==> config.mk <==
export PLATFORM = sky130hd
export DESIGN_NAME = vga_term_ctrl_flat
export DESIGN_NICKNAME = d
export VERILOG_FILES = /design/src/rtl/vga_term_ctrl_pkg.sv /design/src/rtl/vga_term_ctrl_if.sv /design/src/rtl/vga_term_ctrl_cursor.sv /design/src/rtl/vga_term_ctrl.sv /design/src/flat_wrapper.sv
export SDC_FILE = /design/constraint.sdc
export NUM_CORES = 1
export LEC_CHECK = 0
export CORE_ASPECT_RATIO = 0.5
export CORE_MARGIN = 1
export CORE_UTILIZATION = 50
export CTS_CLUSTER_SIZE = 8
export DETAILED_ROUTE_END_ITERATION = 12
export HOLD_SLACK_MARGIN = 0.05
export PLACE_DENSITY_LB_ADDON = 0.12
export SLEW_MARGIN = 0
export SYNTH_ARGS = -nofsm -noshare
export SYNTH_HDL_FRONTEND = slang
export SYNTH_HIERARCHICAL = 1
export SYNTH_SLANG_ARGS = --single-unit
==> constraint.sdc <==
create_clock -name clk -period 7 [get_ports clk]
set_input_delay 1.05 -clock clk [delete_from_list [all_inputs] [get_ports clk]]
set_output_delay 1.05 -clock clk [all_outputs]
set_load 0.05 [all_outputs]
==> src/rtl/vga_term_ctrl_pkg.sv <==
// Shared definitions for the VGA text-terminal write sequencer:
// character codes, FSM encoding and default geometry.
package vga_term_ctrl_pkg;

    localparam int H_DISP   = 1280;
    localparam int V_DISP   = 1024;
    localparam int DEF_COLS = H_DISP / 8;
    localparam int DEF_ROWS = V_DISP / 8;
    localparam int DEF_AW   = $clog2(DEF_COLS * DEF_ROWS);

    localparam logic [7:0] CH_SPACE = 8'h20;
    localparam logic [7:0] CH_LF    = 8'h0A;
    localparam logic [7:0] CH_CR    = 8'h0D;
    localparam logic [7:0] CH_BS    = 8'h08;
    localparam logic [7:0] CH_FF    = 8'h0C;
    localparam logic [7:0] CH_TILDE = 8'h7E;

    typedef enum logic [1:0] {
        ST_CLR_SCREEN = 2'd0,
        ST_IDLE       = 2'd1,
        ST_CLR_LINE   = 2'd2
    } term_state_t;

    function automatic logic is_printable(input logic [7:0] ch);
        return (ch >= CH_SPACE) && (ch <= CH_TILDE);
    endfunction

endpackage

==> src/rtl/vga_term_ctrl_if.sv <==
// Byte-stream input handshake plus the character-memory write port.
interface vga_term_ctrl_if #(
    parameter int ADDR_WIDTH = 15
);
    logic                  char_valid;
    logic [7:0]            char_data;
    logic                  char_ready;
    logic                  wr_en;
    logic [ADDR_WIDTH-1:0] wr_addr;
    logic [7:0]            wr_data;

    modport master (
        output char_valid, char_data,
        input  char_ready, wr_en, wr_addr, wr_data
    );

    modport slave (
        input  char_valid, char_data,
        output char_ready, wr_en, wr_addr, wr_data
    );
endinterface

==> src/rtl/vga_term_ctrl_cursor.sv <==
// Cursor position with a running line-base address so the write
// address is line_base + col without a multiplier.
module vga_term_ctrl_cursor #(
    parameter  int COLS       = 160,
    parameter  int ROWS       = 128,
    parameter  int ADDR_WIDTH = 15,
    localparam int COL_W      = $clog2(COLS),
    localparam int ROW_W      = $clog2(ROWS)
) (
    input  logic                  clk,
    input  logic                  reset,
    input  logic                  inc,
    input  logic                  newline,
    input  logic                  cr,
    input  logic                  bs,
    input  logic                  home,
    output logic [COL_W-1:0]      col,
    output logic [ROW_W-1:0]      row,
    output logic [ADDR_WIDTH-1:0] line_base,
    output logic                  at_last_col,
    output logic                  at_col0
);

    localparam logic [COL_W-1:0]      LAST_COL = COL_W'(COLS - 1);
    localparam logic [ROW_W-1:0]      LAST_ROW = ROW_W'(ROWS - 1);
    localparam logic [ADDR_WIDTH-1:0] STRIDE   = ADDR_WIDTH'(COLS);

    assign at_last_col = (col == LAST_COL);
    assign at_col0     = (col == '0);

    always_ff @(posedge clk or posedge reset) begin
        if (reset) begin
            col       <= '0;
            row       <= '0;
            line_base <= '0;
        end else if (home) begin
            col       <= '0;
            row       <= '0;
            line_base <= '0;
        end else if (newline) begin
            col <= '0;
            // Bottom row wraps to the top; there is no scrolling.
            if (row == LAST_ROW) begin
                row       <= '0;
                line_base <= '0;
            end else begin
                row       <= row + 1'b1;
                line_base <= line_base + STRIDE;
            end
        end else if (cr) begin
            col <= '0;
        end else if (bs) begin
            if (!at_col0)
                col <= col - 1'b1;
        end else if (inc) begin
            col <= col + 1'b1;
        end
    end

endmodule

==> src/rtl/vga_term_ctrl.sv <==
// Terminal-style write sequencer: turns a byte stream into writes
// to the text-mode character memory, with screen and line clears.
module vga_term_ctrl
    import vga_term_ctrl_pkg::*;
#(
    parameter  int COLS       = DEF_COLS,
    parameter  int ROWS       = DEF_ROWS,
    parameter  int ADDR_WIDTH = DEF_AW,
    localparam int COL_W      = $clog2(COLS),
    localparam int ROW_W      = $clog2(ROWS)
) (
    input  logic             clk,
    input  logic             reset,
    vga_term_ctrl_if.slave   bus,
    output logic [COL_W-1:0] cur_col,
    output logic [ROW_W-1:0] cur_row,
    output logic             busy
);

    localparam logic [ADDR_WIDTH-1:0] SCREEN_LAST = ADDR_WIDTH'(COLS * ROWS - 1);
    localparam logic [ADDR_WIDTH-1:0] LINE_LAST   = ADDR_WIDTH'(COLS - 1);

    term_state_t           state, state_nxt;
    logic [ADDR_WIDTH-1:0] cnt, cnt_nxt;
    logic                  wr_en, wr_en_nxt;
    logic [ADDR_WIDTH-1:0] wr_addr, wr_addr_nxt;
    logic [7:0]            wr_data, wr_data_nxt;

    logic                  c_inc, c_newline, c_cr, c_bs, c_home;
    logic [ADDR_WIDTH-1:0] line_base;
    logic [ADDR_WIDTH-1:0] cur_addr;
    logic                  at_last_col, at_col0;
    logic [7:0]            ch;

    vga_term_ctrl_cursor #(
        .COLS       (COLS),
        .ROWS       (ROWS),
        .ADDR_WIDTH (ADDR_WIDTH)
    ) u_cursor (
        .clk         (clk),
        .reset       (reset),
        .inc         (c_inc),
        .newline     (c_newline),
        .cr          (c_cr),
        .bs          (c_bs),
        .home        (c_home),
        .col         (cur_col),
        .row         (cur_row),
        .line_base   (line_base),
        .at_last_col (at_last_col),
        .at_col0     (at_col0)
    );

    assign ch             = bus.char_data;
    assign cur_addr       = line_base + ADDR_WIDTH'(cur_col);
    assign bus.char_ready = (state == ST_IDLE);
    assign busy           = (state != ST_IDLE);
    assign bus.wr_en      = wr_en;
    assign bus.wr_addr    = wr_addr;
    assign bus.wr_data    = wr_data;

    always_ff @(posedge clk or posedge reset) begin
        if (reset) begin
            state   <= ST_CLR_SCREEN;
            cnt     <= '0;
            wr_en   <= 1'b0;
            wr_addr <= '0;
            wr_data <= '0;
        end else begin
            state   <= state_nxt;
            cnt     <= cnt_nxt;
            wr_en   <= wr_en_nxt;
            wr_addr <= wr_addr_nxt;
            wr_data <= wr_data_nxt;
        end
    end

    always_comb begin
        state_nxt   = state;
        cnt_nxt     = cnt;
        wr_en_nxt   = 1'b0;
        wr_addr_nxt = wr_addr;
        wr_data_nxt = wr_data;
        c_inc       = 1'b0;
        c_newline   = 1'b0;
        c_cr        = 1'b0;
        c_bs        = 1'b0;
        c_home      = 1'b0;

        unique case (state)
            ST_CLR_SCREEN: begin
                wr_en_nxt   = 1'b1;
                wr_addr_nxt = cnt;
                wr_data_nxt = CH_SPACE;
                if (cnt == SCREEN_LAST) begin
                    cnt_nxt   = '0;
                    c_home    = 1'b1;
                    state_nxt = ST_IDLE;
                end else begin
                    cnt_nxt = cnt + 1'b1;
                end
            end

            // Cursor already points at the new row; blank it from col 0.
            ST_CLR_LINE: begin
                wr_en_nxt   = 1'b1;
                wr_addr_nxt = line_base + cnt;
                wr_data_nxt = CH_SPACE;
                if (cnt == LINE_LAST) begin
                    cnt_nxt   = '0;
                    state_nxt = ST_IDLE;
                end else begin
                    cnt_nxt = cnt + 1'b1;
                end
            end

            ST_IDLE: begin
                if (bus.char_valid) begin
                    unique case (1'b1)
                        is_printable(ch): begin
                            wr_en_nxt   = 1'b1;
                            wr_addr_nxt = cur_addr;
                            wr_data_nxt = ch;
                            if (at_last_col) begin
                                c_newline = 1'b1;
                                state_nxt = ST_CLR_LINE;
                            end else begin
                                c_inc = 1'b1;
                            end
                        end
                        (ch == CH_LF): begin
                            c_newline = 1'b1;
                            state_nxt = ST_CLR_LINE;
                        end
                        (ch == CH_CR): begin
                            c_cr = 1'b1;
                        end
                        (ch == CH_BS): begin
                            if (!at_col0) begin
                                c_bs        = 1'b1;
                                wr_en_nxt   = 1'b1;
                                wr_addr_nxt = cur_addr - 1'b1;
                                wr_data_nxt = CH_SPACE;
                            end
                        end
                        (ch == CH_FF): begin
                            cnt_nxt   = '0;
                            state_nxt = ST_CLR_SCREEN;
                        end
                        default: ;
                    endcase
                end
            end

            default: state_nxt = ST_CLR_SCREEN;
        endcase
    end

endmodule

==> src/flat_wrapper.sv <==
// flat-port wrapper written by rule: the top's interface ports become plain ports
module vga_term_ctrl_flat import vga_term_ctrl_pkg::*;
#(
    parameter  int COLS       = DEF_COLS,
    parameter  int ROWS       = DEF_ROWS,
    parameter  int ADDR_WIDTH = DEF_AW,
    localparam int COL_W      = $clog2(COLS),
    localparam int ROW_W      = $clog2(ROWS)
)
  (clk, reset, cur_col, cur_row, busy, bus_char_valid, bus_char_data, bus_char_ready, bus_wr_en, bus_wr_addr, bus_wr_data);
  vga_term_ctrl_if #(.ADDR_WIDTH(ADDR_WIDTH)) bus_i ();
  input  logic clk;
  input  logic reset;
  output logic [COL_W-1:0] cur_col;
  output logic [ROW_W-1:0] cur_row;
  output logic busy;
  input wire logic [$bits(bus_i.char_valid)-1:0] bus_char_valid;
  input wire logic [$bits(bus_i.char_data)-1:0] bus_char_data;
  output wire logic [$bits(bus_i.char_ready)-1:0] bus_char_ready;
  output wire logic [$bits(bus_i.wr_en)-1:0] bus_wr_en;
  output wire logic [$bits(bus_i.wr_addr)-1:0] bus_wr_addr;
  output wire logic [$bits(bus_i.wr_data)-1:0] bus_wr_data;
  assign bus_i.char_valid = bus_char_valid;
  assign bus_i.char_data = bus_char_data;
  assign bus_char_ready = bus_i.char_ready;
  assign bus_wr_en = bus_i.wr_en;
  assign bus_wr_addr = bus_i.wr_addr;
  assign bus_wr_data = bus_i.wr_data;
  vga_term_ctrl #(.COLS(COLS), .ROWS(ROWS), .ADDR_WIDTH(ADDR_WIDTH)) u_core (.clk(clk), .reset(reset), .bus(bus_i), .cur_col(cur_col), .cur_row(cur_row), .busy(busy));
endmodule
==> flow_summary.json <==
{
  "dp_hpwl_um": 10100,
  "seqPwrFrac": 0.410,
  "cap_violations": 0,
  "dieArea_mm2": 0.0110,
  "start_util": 0.515,
  "grt_pass1_vias": 4243,
  "tightest_slew_ps": 1080,
  "startpoint": "bus_char_data[4]",
  "p_leak_nw": 2.76,
  "setup_ws_ps": 3260,
  "power.density_mw_per_mm2": 152,
  "status": "finished clean",
  "p_sw_w": 0.000221,
  "clockPowerShare": 0.519,
  "cts_buffer_depth": 2,
  "critical_path.endpoint": "u_core/u_cursor/line_base[14]$_DFFE_PP0P_",
  "clk_pin_slew_worst_paths_ps": 60,
  "gp_congestion": 0.877,
  "synthDistinctLibCells": 77,
  "cp-end-kind": "register",
  "max_slew_margin": 0.282,
  "clock_latency_ps": 330,
  "yosysWarningCount": 6,
  "syn_inst": 619,
  "finClkSkew_ps": 5.67,
  "fin_tns_setup_ps": 0,
  "synth_area_mm2": 0.00526,
  "cpMostUsedCell": "nor2_1",
  "cp-start-kind": "primary input",
  "firstDrtPassIters": 5,
  "utilization": 0.606,
  "synth-async-reset-ratio": 1.00,
  "htree_levels": 3,
  "cts-resized-gates": 0,
  "rr_worst_depth": 9,
  "cp_data_required_time_ps": 7210,
  "pre_cts_ws_ps": 2980,
  "ys_seq_elements": 66,
  "syn2layout_area_growth_pct": 17.8,
  "rr_endpoint": "u_core/u_cursor/line_base[14]$_DFFE_PP0P_",
  "hp-class": "register to register",
  "critPathKind": "primary input to register",
  "n_fill_cell": 921,
  "fp.dieW_um": 147,
  "final_common_cell": "nand2_1",
  "die_h_um": 74.5,
  "postCtsHoldBufs": 0,
  "switching_share": 0.234,
  "rows": 26,
  "grt_usage": 0.262,
  "core_region_area_mm2": 0.0102,
  "ir_worst_vdd_uv": 107,
  "cp_slowest_cell": "a21oi_1",
  "cp.arrival_ps": 3950,
  "port_buffers": 51,
  "antenna_left": 0,
  "grt_max_degree": 42,
  "synth_flop_cell": "dfrtp_1",
  "worstPathCellList": "clkdlybuf4s50_1 > nor4_4 > nand4_1 > a21oi_1 > nor2_1 > nor3_1 > nand3_1 > xor2_1 > nor2_1",
  "fin_crit_ps": 3740,
  "cts.sinks": 66,
  "timing.rr.start": "u_core/u_cursor/col[1]$_DFFE_PP0P_",
  "hold_viol": 0,
  "fin_nets": 714,
  "grt_overflow": 0,
  "post_synth.cell_area_avg_um2": 8.49,
  "p_comb_frac": 0.071,
  "wl_per_cell_um": 17.0,
  "antenna_found_initial": 0,
  "synth-edff-count": 0,
  "dr_total_vias": 4765,
  "antenna_cells": 0,
  "viasPerCell": 5.89,
  "setup_viol": 0,
  "drc": 0,
  "final_cell_mix": "74 x nand2_1, 66 x nor2_1, 66 x dfrtp_1, 51 x clkdlybuf4s50_1, 45 x o21ai_0",
  "path_max_fanout": 10,
  "postCtsSetupBuffers": 0,
  "drt_wl_total_um": 13800,
  "drive_above_1_share": 0.0598,
  "r2r_slack_ps": 3600,
  "cp_slowest_stage_delay_ps": 750,
  "grt_pass1_wl_um": 22000,
  "report.final.slew_viol_count": 0,
  "ys_seq_area_frac": 0.314,
  "rsz0062_at_grt": "false",
  "fmax_mhz": 267,
  "cts_root_buffer": "clkbuf_16",
  "hold_ws_ps": 464,
  "drt-initial-drc-count": 376,
  "internal_power_w": 0.000723,
  "numCtsBuffers": 9,
  "ios": 52,
  "timing.final.crit_share": 0.535,
  "tritoncts": "yes"
}
sequential cells by signal (all words and copies together), names as in the netlist:
| signal | count |
|---|---|
| u_core/cnt | 15 |
| u_core/u_cursor/col | 8 |
| u_core/bus.wr_addr | 15 |
| u_core/bus.wr_data | 8 |
| u_core/u_cursor/row | 7 |
| u_core/u_cursor/line_base | 10 |
| u_core/state | 2 |
| u_core/bus.wr_en | 1 |
synthesized netlist by cell type, types with 6 or more instances:
master / instances / area [µm²]
o211ai_1: 6 / 45.0
a21o_1: 12 / 90.1
a21oi_1: 30 / 150
clkbuf_1: 17 / 63.8
a211oi_1: 8 / 60.1
nand4_1: 11 / 68.8
mux2i_1: 6 / 60.1
ha_1: 36 / 450
nand2_1: 74 / 278
o21ai_0: 45 / 225
nand2b_1: 7 / 43.8
and2_1: 6 / 37.5
nor2_1: 66 / 248
dfrtp_1: 66 / 1650
and3_1: 12 / 75.1
nor3_1: 6 / 30.0
o31ai_1: 9 / 67.6
xor2_1: 23 / 201
xnor2_1: 30 / 263
a221oi_1: 8 / 70.1
nand3_1: 23 / 115
inv_1: 15 / 56.3
stage by stage:
| step | total power (W) | instance area (µm²) | std cells |
|---|---|---|---|
| after floorplan | 0.000438 | 5270 | 623 |
| after global placement | 0.000459 | 5870 | 793 |
| after detailed placement | 0.000460 | 5870 | 793 |
| after CTS | 0.000950 | 6190 | 809 |
| after global routing | 0.000975 | 6190 | 809 |
| final | 0.000944 | 6190 | 809 |
worst min-delay path by stage:
stage / start / cells past startpoint / endpoint / slack, ps
after CTS: u_core/bus.wr_data[1]$_DFFE_PP0P_ / 2 / u_core/bus.wr_data[1]$_DFFE_PP0P_ / 470
after floorplan: u_core/cnt[6]$_DFFE_PP0P_ / 1 / u_core/cnt[6]$_DFFE_PP0P_ / 530
after global routing: u_core/bus.wr_data[1]$_DFFE_PP0P_ / 2 / u_core/bus.wr_data[1]$_DFFE_PP0P_ / 490
final: u_core/bus.wr_data[5]$_DFFE_PP0P_ / 2 / u_core/bus.wr_data[5]$_DFFE_PP0P_ / 460
after global placement: u_core/bus.wr_data[1]$_DFFE_PP0P_ / 2 / u_core/bus.wr_data[1]$_DFFE_PP0P_ / 450
after detailed placement: u_core/bus.wr_data[1]$_DFFE_PP0P_ / 2 / u_core/bus.wr_data[1]$_DFFE_PP0P_ / 460
critical path, delay by kind of cell:
family	cells	cell delay, ps
xor+xnor	1	140
compound gates	1	750
buf+inv	1	480
simple gates	6	1520
area by class of cell:
class / instances / area (µm²) / share of cell area
Inverter: 15 / 56.3 / 0.00909
Sequential cell: 66 / 1650 / 0.267
Timing Repair Buffer: 55 / 541 / 0.0873
Multi-Input combinational cell: 517 / 3450 / 0.557
Clock inverter: 6 / 90.1 / 0.0145
Clock buffer: 10 / 229 / 0.0370
Tap cell: 140 / 175 / 0.0283
power groups by stage:
stage	registers (W)	logic [W]	clock network, W
after floorplan	0.000407	0.0000316	0
after global placement	0.000394	0.0000650	0
after detailed placement	0.000394	0.0000656	0
after CTS	0.000387	0.0000661	0.000497
after global routing	0.000387	0.0000725	0.000515
final	0.000387	0.0000671	0.000490
per-layer routing:
layer  part of all wire  global-route usage  wire length, µm  vias to the layer above
met3              0.071              0.0534              982                        7
met4             0.0059              0.0515               81                        0
met1               0.51               0.388             7040                     2279
li1                   -                   -                -                     2352
met5                  0                   0                0                        -
met2               0.41               0.398             5650                      127
kinds of logic after synthesis:
group                      synth area share
AOI/OAI and AO/OA                     0.224
xor gates and xnor gates             0.0883
adders and majority gates            0.0971
buffers and inverters                0.0324
DFF                                   0.314
muxes                                0.0136
other                              0.000713
and+or+nand+nor                       0.229
Note: power is estimated with default switching activity, not from simulation.
